### src/rtl/systolic_mac_pe_if.sv
// Bundles the operand/partial-sum bus of one systolic PE cell.
//   master : the array fabric. It drives the operands, partial sum, mode and control
//            strobes, and it receives the forwarded operands, result and status.
//   slave  : the PE itself. It sees the same signals with the directions reversed.
// clk and rst stay outside the interface so that a single clock tree can feed the
// whole array.
interface systolic_mac_pe_if #(
    parameter int DATA_W = 8,
    parameter int ACC_W  = 20
);
    logic              mode;
    logic              in_valid;
    logic [DATA_W-1:0] a_in;
    logic [DATA_W-1:0] b_in;
    logic [ACC_W-1:0]  psum_in;
    logic              drain;
    logic              acc_clr;
    logic [DATA_W-1:0] a_out;
    logic [DATA_W-1:0] b_out;
    logic              fwd_valid;
    logic [ACC_W-1:0]  psum_out;
    logic              out_valid;
    logic              sat_flag;

    modport master (
        output mode, in_valid, a_in, b_in, psum_in, drain, acc_clr,
        input  a_out, b_out, fwd_valid, psum_out, out_valid, sat_flag
    );

    modport slave (
        input  mode, in_valid, a_in, b_in, psum_in, drain, acc_clr,
        output a_out, b_out, fwd_valid, psum_out, out_valid, sat_flag
    );
endinterface

### src/rtl/systolic_mac_pe.sv
// Systolic multiply-accumulate processing element.
// It forwards a (east) and b (south) after one cycle. The signed product a*b is then
// used in one of two ways:
//   mode 0 : it is added to the incoming partial sum and the result is emitted
//            (2-cycle latency).
//   mode 1 : it is accumulated locally. A drain strobe unloads the accumulator.
// All sums saturate. Any clamp sets the sticky sat_flag, which only rst or acc_clr
// clears.
// Ports:
//   clk  : clock, rising edge
//   rst  : synchronous active-high reset, dominates every other input
//   pe   : systolic_mac_pe_if.slave
//          inputs  mode, in_valid, a_in, b_in, psum_in, drain, acc_clr
//          outputs a_out, b_out, fwd_valid, psum_out, out_valid, sat_flag
module systolic_mac_pe #(
    parameter int DATA_W = 8,
    parameter int ACC_W  = 20
) (
    input logic               clk,
    input logic               rst,
    systolic_mac_pe_if.slave  pe
);
    localparam int PROD_W = 2 * DATA_W;
    localparam int SUM_W  = ACC_W + 1;
    localparam logic [ACC_W-1:0] ACC_MAX = {1'b0, {(ACC_W-1){1'b1}}};
    localparam logic [ACC_W-1:0] ACC_MIN = {1'b1, {(ACC_W-1){1'b0}}};

    // Stage 1 registers
    logic [DATA_W-1:0]        a_out_q, a_out_d;
    logic [DATA_W-1:0]        b_out_q, b_out_d;
    logic                     s1_valid_q, s1_valid_d;
    logic signed [PROD_W-1:0] prod_q, prod_d;
    logic signed [ACC_W-1:0]  psum_q, psum_d;
    logic                     s1_mode_q, s1_mode_d;
    logic                     s1_drain_q, s1_drain_d;
    logic                     s1_clr_q, s1_clr_d;

    // Stage 2 / persistent registers
    logic signed [ACC_W-1:0]  acc_q, acc_d;
    logic [ACC_W-1:0]         psum_out_q, psum_out_d;
    logic                     out_valid_q, out_valid_d;
    logic                     sat_q, sat_d;

    logic signed [DATA_W-1:0] a_s, b_s;
    logic signed [ACC_W-1:0]  prod_ext;
    logic signed [SUM_W-1:0]  pass_sum, acc_sum;
    logic                     pass_ovf, acc_ovf;
    logic [ACC_W-1:0]         pass_clamped, acc_clamped;

    always_comb begin
        a_s        = pe.a_in;
        b_s        = pe.b_in;
        a_out_d    = pe.a_in;
        b_out_d    = pe.b_in;
        s1_valid_d = pe.in_valid;
        prod_d     = a_s * b_s;
        psum_d     = pe.psum_in;
        s1_mode_d  = pe.mode;
        s1_drain_d = pe.drain;
        s1_clr_d   = pe.acc_clr;
    end

    // Sums are one bit wider than the accumulator. Overflow shows up as a
    // disagreement between the top two bits, and the true sign picks the rail.
    always_comb begin
        prod_ext     = ACC_W'(prod_q);
        pass_sum     = SUM_W'(psum_q) + SUM_W'(prod_ext);
        acc_sum      = SUM_W'(acc_q) + SUM_W'(prod_ext);
        pass_ovf     = pass_sum[ACC_W] ^ pass_sum[ACC_W-1];
        acc_ovf      = acc_sum[ACC_W] ^ acc_sum[ACC_W-1];
        pass_clamped = pass_ovf ? (pass_sum[ACC_W] ? ACC_MIN : ACC_MAX) : pass_sum[ACC_W-1:0];
        acc_clamped  = acc_ovf  ? (acc_sum[ACC_W]  ? ACC_MIN : ACC_MAX) : acc_sum[ACC_W-1:0];
    end

    always_comb begin
        acc_d       = acc_q;
        psum_out_d  = psum_out_q;
        out_valid_d = 1'b0;
        sat_d       = sat_q;
        if (!s1_mode_q) begin
            // In pass mode only acc_clr touches the local state. A saturation on
            // the same beat is newer than the clear, so it still sets the flag.
            if (s1_clr_q) begin
                acc_d = '0;
                sat_d = 1'b0;
            end
            if (s1_valid_q) begin
                psum_out_d  = pass_clamped;
                out_valid_d = 1'b1;
                if (pass_ovf) sat_d = 1'b1;
            end
        end else if (s1_drain_q) begin
            // The drain beat's product seeds the next tile. It is not part of the
            // value being unloaded.
            psum_out_d  = acc_q;
            out_valid_d = 1'b1;
            acc_d       = s1_valid_q ? prod_ext : '0;
        end else if (s1_clr_q) begin
            acc_d = s1_valid_q ? prod_ext : '0;
            sat_d = 1'b0;
        end else if (s1_valid_q) begin
            acc_d = acc_clamped;
            if (acc_ovf) sat_d = 1'b1;
        end
    end

    always_ff @(posedge clk) begin
        if (rst) begin
            a_out_q     <= '0;
            b_out_q     <= '0;
            s1_valid_q  <= 1'b0;
            prod_q      <= '0;
            psum_q      <= '0;
            s1_mode_q   <= 1'b0;
            s1_drain_q  <= 1'b0;
            s1_clr_q    <= 1'b0;
            acc_q       <= '0;
            psum_out_q  <= '0;
            out_valid_q <= 1'b0;
            sat_q       <= 1'b0;
        end else begin
            a_out_q     <= a_out_d;
            b_out_q     <= b_out_d;
            s1_valid_q  <= s1_valid_d;
            prod_q      <= prod_d;
            psum_q      <= psum_d;
            s1_mode_q   <= s1_mode_d;
            s1_drain_q  <= s1_drain_d;
            s1_clr_q    <= s1_clr_d;
            acc_q       <= acc_d;
            psum_out_q  <= psum_out_d;
            out_valid_q <= out_valid_d;
            sat_q       <= sat_d;
        end
    end

    assign pe.a_out     = a_out_q;
    assign pe.b_out     = b_out_q;
    assign pe.fwd_valid = s1_valid_q;
    assign pe.psum_out  = psum_out_q;
    assign pe.out_valid = out_valid_q;
    assign pe.sat_flag  = sat_q;
endmodule

### src/flat_wrapper.sv
// flat-port wrapper written by rule: the top's interface ports become plain ports
module systolic_mac_pe_flat 
#(
    parameter int DATA_W = 8,
    parameter int ACC_W  = 20
)
  (clk, rst, pe_mode, pe_in_valid, pe_a_in, pe_b_in, pe_psum_in, pe_drain, pe_acc_clr, pe_a_out, pe_b_out, pe_fwd_valid, pe_psum_out, pe_out_valid, pe_sat_flag);
  systolic_mac_pe_if #(.DATA_W(DATA_W), .ACC_W(ACC_W)) pe_i ();
  input logic clk;
  input logic rst;
  input wire logic [$bits(pe_i.mode)-1:0] pe_mode;
  input wire logic [$bits(pe_i.in_valid)-1:0] pe_in_valid;
  input wire logic [$bits(pe_i.a_in)-1:0] pe_a_in;
  input wire logic [$bits(pe_i.b_in)-1:0] pe_b_in;
  input wire logic [$bits(pe_i.psum_in)-1:0] pe_psum_in;
  input wire logic [$bits(pe_i.drain)-1:0] pe_drain;
  input wire logic [$bits(pe_i.acc_clr)-1:0] pe_acc_clr;
  output wire logic [$bits(pe_i.a_out)-1:0] pe_a_out;
  output wire logic [$bits(pe_i.b_out)-1:0] pe_b_out;
  output wire logic [$bits(pe_i.fwd_valid)-1:0] pe_fwd_valid;
  output wire logic [$bits(pe_i.psum_out)-1:0] pe_psum_out;
  output wire logic [$bits(pe_i.out_valid)-1:0] pe_out_valid;
  output wire logic [$bits(pe_i.sat_flag)-1:0] pe_sat_flag;
  assign pe_i.mode = pe_mode;
  assign pe_i.in_valid = pe_in_valid;
  assign pe_i.a_in = pe_a_in;
  assign pe_i.b_in = pe_b_in;
  assign pe_i.psum_in = pe_psum_in;
  assign pe_i.drain = pe_drain;
  assign pe_i.acc_clr = pe_acc_clr;
  assign pe_a_out = pe_i.a_out;
  assign pe_b_out = pe_i.b_out;
  assign pe_fwd_valid = pe_i.fwd_valid;
  assign pe_psum_out = pe_i.psum_out;
  assign pe_out_valid = pe_i.out_valid;
  assign pe_sat_flag = pe_i.sat_flag;
  systolic_mac_pe #(.DATA_W(DATA_W), .ACC_W(ACC_W)) u_core (.clk(clk), .rst(rst), .pe(pe_i));
endmodule
### config.mk
export PLATFORM = sky130hd
export DESIGN_NAME = systolic_mac_pe_flat
export DESIGN_NICKNAME = d
export VERILOG_FILES = /design/src/rtl/systolic_mac_pe_if.sv /design/src/rtl/systolic_mac_pe.sv /design/src/flat_wrapper.sv
export SDC_FILE = /design/constraint.sdc
export NUM_CORES = 1
export LEC_CHECK = 0
export BUFFER_PORTS_ARGS = -buffer_cell sky130_fd_sc_hd__buf_4
export CORE_MARGIN = 3
export CORE_UTILIZATION = 60
export CTS_BUF_LIST = sky130_fd_sc_hd__clkbuf_8
export CTS_CLUSTER_SIZE = 25
export DETAILED_ROUTE_END_ITERATION = 12
export PLACE_DENSITY = 0.91
export SYNTH_ARGS = -nofsm -noshare
export SYNTH_HDL_FRONTEND = slang
export SYNTH_SLANG_ARGS = --single-unit
export TNS_END_PERCENT = 30
### constraint.sdc
create_clock -name clk -period 6.7 [get_ports clk]
set_input_delay 1.34 -clock clk [delete_from_list [all_inputs] [get_ports clk]]
set_output_delay 1.34 -clock clk [all_outputs]
set_load 0.02 [all_outputs]
### Yosys cells after proc, flatten, opt, wreduce, memory -nomap -nowiden

Index checks and enable logic that the tools add are counted.

| storage, ports and cells | value |
|---|---|
| flip-flop bits (word level) | 98 |
| output and inout bits | 39 |
| input bits | 42 |
| word-level logic and storage cells | 51 |

| cells by class | value |
|---|---|
| reduce and logical (&&, ||, !) cells | 6 |
| add/sub/neg operators | 2 |
| eq/ne operators | 4 |
| multiplexer cells | 24 |
| bitwise operators | 2 |
| multiply operators | 1 |

Operator list:

| cell | number |
|---|---|
| 20-bit two-way mux | 13 |
| 20-bit by 16-bit adder with 21-bit output | 2 |
| 8-bit by 8-bit multiplier with 16-bit output | 1 |
| 1-bit two-way mux | 11 |
| 2-bit != test, second input constant | 2 |
| 2-bit AND reduction | 2 |
| 2-bit nonzero test | 2 |
| 3-bit by 2-bit != test with 1-bit output, second input constant | 1 |
| 3-bit != test, second input constant | 1 |
| 3-bit AND reduction | 1 |
| 3-bit nonzero test | 1 |
| 1-bit XOR | 2 |

### Logic depth before layout (Yosys ltp)

| depth | value |
|---|---|
| depth in word-level cells | 7 |
| mapped depth | 18 |
| gate-level depth less buffers | 18 |

### Least setup slack after synthesis

OpenSTA, ideal clock, no wires.

| path | value |
|---|---|
| kind | input to register |
| start | in pe_a_in[5] |
| end | reg u_core.prod_q[15] |
| data required time | 6,572 ps |
| setup time | 128 ps |
| setup slack | 1,671 ps |
| buffers on the path | 0 |
| stages | 17 |
| arrival | 4,901 ps |
| cells stage by stage | and2_1 > fa_1 > inv_1 > fa_1 > inv_1 > fa_1 > inv_1 > fa_1 > inv_1 > ha_1 > inv_1 > o21ai_0 > a31oi_1 > o21ai_0 > o41ai_1 > xnor2_1 > nor2_1 |

| between the ends | value |
|---|---|
| cells in the longest elaborated chain, start to end | 1 |

Ends and longest elaborated chain:

| item | RTL line | source |
|---|---|---|
| start: declaration | flat_wrapper.sv:13 | `input wire logic [$bits(pe_i.a_in)-1:0] pe_a_in;` |
| 8-bit by 8-bit multiplier with 16-bit output | systolic_mac_pe.sv:56 | `prod_d = a_s * b_s;` |
| end signal: assignment | systolic_mac_pe.sv:125 | `prod_q <= prod_d;` |
| end: declaration | systolic_mac_pe.sv:32 | `logic signed [PROD_W-1:0] prod_q, prod_d;` |

Every way passes these cells.
A chain may end at the register's enable or synchronous reset.

### Worst setup path in the final report

| path | value |
|---|---|
| start | in pe_a_in[7] |
| end | reg u_core.prod_q[15] |

The elaborated chain is that of the path after synthesis.

==> summary.md <==
| Metric | Value |
|---|---|
| Worst hold path class | `reg2reg` |
| Routability cong. | `0.885` |
| Period utilization | `0.764` |
| Crit Path Category | `in2reg` |
| Post-synth EDFFs | `0` |
| FMAX | `195 MHz` |
| #FFs+latches synth | `98` |
| Worst endpoint data arrival time | `5.37 ns` |
| Final slew viol count | `0` |
| DP Wirelength | `14.1 mm` |
| NetSw | `1110 µW` |
| Mapped Nets | `1081` |
| Worst Setup End Kind | `flip-flop` |
| Total routed wirelength | `18.2 mm` |
| Die width | `121 µm` |
| Diode count | `0` |
| Fillers | `970` |
| Sequential power share | `0.285` |
| Crit path max-delay family | `adder cells` |
| Maxcap violations | `0` |
| Final worst path period need | `5.12 ns` |
| Antenna viol nets, final | `0` |
| Crit path cell chain | `buf_4, and2_1, fa_1, inv_1, fa_1, fa_1, fa_1, inv_1, ha_1, and2_1, o21ai_0, o21ai_0, o41ai_1, xnor2_1, nor2_1` |
| CTS Buf Count | `9` |
| CP required | `6.96 ns` |
| Most frequent CP cell | `fa_1` |
| Outcome | `completed` |
| Core Box Area | `0.0128 mm²` |
| Total power | `2540 µW` |
| Post-CTS setup buffer count | `0` |
| Row count | `41` |
| Clock transition at path regs | `0.10 ns` |
| Clock sinks | `98` |
| Vias per Instance | `5.84` |
| Post-Synthesis Cell Area | `0.00796 mm²` |
| CTS Root Cell | `clkbuf_8` |
| Vias | `6755` |
| Hold Buf Count CTS | `0` |
| Most frequent cells in the layout | `98 x dfxtp_1, 96 x inv_1, 82 x buf_4` |
| Initial Util | `0.623` |
| Mapped Avg Cell Area | `8.71 µm²` |
| Post-cts resize count | `0` |
| Cells after Synth | `913` |
| Clock Skew | `0.0104 ns` |
| Int Power | `1430 µW` |
| Buffer depth of the longest clock path | `2` |
| # DRC | `0` |
| Gate power share | `0.568` |
| Final setup viols | `0` |
| CP Launch Type | `primary input` |
| Worst-Margin Slew | `1.15 ns` |
| Clock power share | `0.148` |
| Sw Ratio | `0.436` |
| Gr ovfl total | `0` |
| Dpl cells | `1141` |
| CP max stage cell | `fa_1` |
| I/O Buffers | `80` |
| Die area | `0.0147 mm²` |
| Pre-antenna DRT Iters | `5` |
| Non-filler cells, final | `1157` |
| Most common cell after layout, fill and taps aside | `dfxtp_1` |
| Cell area power density | `286 mW/mm²` |
| Die H | `121 µm` |
| Worst slew margin | `0.234` |
| DR iter-0 viols | `452` |
| Area grow syn2layout | `11.4%` |
| Final Hold Fails | `0` |
| Routed WL per cell | `15.7 µm` |
| Layout cells sized above 1 | `0.127` |
| Largest net degree at the start of global routing | `80` |
| Final instance area | `0.00886 mm²` |
| CTS tree | `yes` |
| Initial antenna violation count | `0` |
| Ys Warns | `0` |
| RSZ-0062 raised after global routing | `no` |
| Unique cell type count in the Yosys netlist | `68` |
| CP bufs+invs | `3` |
| Final WS setup | `1.58 ns` |
| First-pass GRT wire length | `31.2 mm` |
| P_leak | `0.00403 µW` |
| I/O pin count | `81` |
| Crit path largest cell delay | `0.67 ns` |
| Sequential fraction of the synthesis area | `0.247` |
| Fraction of registers with async set/reset | `0` |
| CTS H-Tree Depth | `3` |
| Area occupied by multi-input gates | `0.00552 mm²` |
| Clk_lat worst skew | `0.40 ns` |
| Nets | `1148` |
| Dpl ws | `1.22 ns` |
| Setup TNS | `0 ns` |
| VDD IR max | `0.150 mV` |
| Most used DFF post-synth | `dfxtp_1` |
| Register Area | `0.00196 mm²` |
| Number of global-route vias before repair | `6760` |
| Crit-path max FO | `9` |
| Tot GR Track Use | `0.260` |
| DP Area | `0.00868 mm²` |
path summary, 6_finish.rpt:
check / cells past startpoint / start / end / slack (ns)
min: 2 / u_core.pe.psum_out[3] / u_core.pe.psum_out[3] / 0.46
max reg2reg: 11 / u_core.prod_q[0] / u_core.pe.psum_out[8] / 3.11
min reg2reg: 2 / u_core.pe.psum_out[3] / u_core.pe.psum_out[3] / 0.46
max: 15 / pe_a_in[7] / u_core.prod_q[15] / 1.58
Yosys cell counts, types with 11 or more instances:
cell type,n,area (µm²)
a21oi_1,59,295
o21ai_1,15,75.1
fa_1,57,1140
and2_1,43,269
xnor2_1,24,210
nor2b_1,51,319
nor2_1,44,165
xor2_1,19,166
o21ai_0,54,270
inv_1,96,360
dfxtp_1,98,1960
nor3_1,17,85.1
a22oi_1,22,165
nand2_1,69,259
ha_1,69,863
clkbuf_1,17,63.8
a21o_1,21,158
o21a_1,11,82.6
metrics by stage:
stage / utilization / hold WS, ns
after detailed placement: 0.679 / 0.444
after global placement: 0.679 / 0.431
after global routing: 0.694 / 0.478
after floorplan: - / 0.477
final: 0.694 / 0.456
after CTS: 0.694 / 0.458
cell families after synthesis:
kind of cell	share of synthesized area
AOI/OAI and AO/OA	0.218
xor gates and xnor gates	0.0473
adders and majority gates	0.256
buffers and inverters	0.0598
DFF	0.247
muxes	0.00126
and+or+nand+nor	0.171
registers in the layout, indices dropped and copies added, names as in the netlist, 8 cells and up:
name	count
u_core.prod_q	16
u_core.pe.a_out	8
u_core.acc_q	20
u_core.pe.psum_out	20
u_core.psum_q	20
u_core.pe.b_out	8
cell type report:
type / instances / area share
multi-input cells: 692 / 0.623
flip-flops and latches: 98 / 0.221
repair buffers: 82 / 0.0695
inverters: 97 / 0.0411
well taps: 172 / 0.0243
clock buffers: 10 / 0.0155
clock inverters: 6 / 0.00551
worst min-delay path, stage by stage, from the launching register on:
cell and delay [ns]:
dfxtp_1 0.32, nand2_1 0.05, o21ai_1 0.05
metal layers:
layer,track usage,routed length [µm],vias up
met4,0.0952,473,0
met5,0,0,-
met2,0.448,8800,236
li1,-,-,3278
met1,0.325,7870,3195
met3,0.0517,1030,46
power by group through the flow:
stage	Clock [µW]	Sequential, µW	Combinational, µW
floorplan	0	741	1100
global placement	0	732	1360
detailed placement	0	733	1410
CTS	380	720	1430
global route	402	730	1630
finish	374	722	1440
Note: power is estimated with default switching activity, not from simulation.
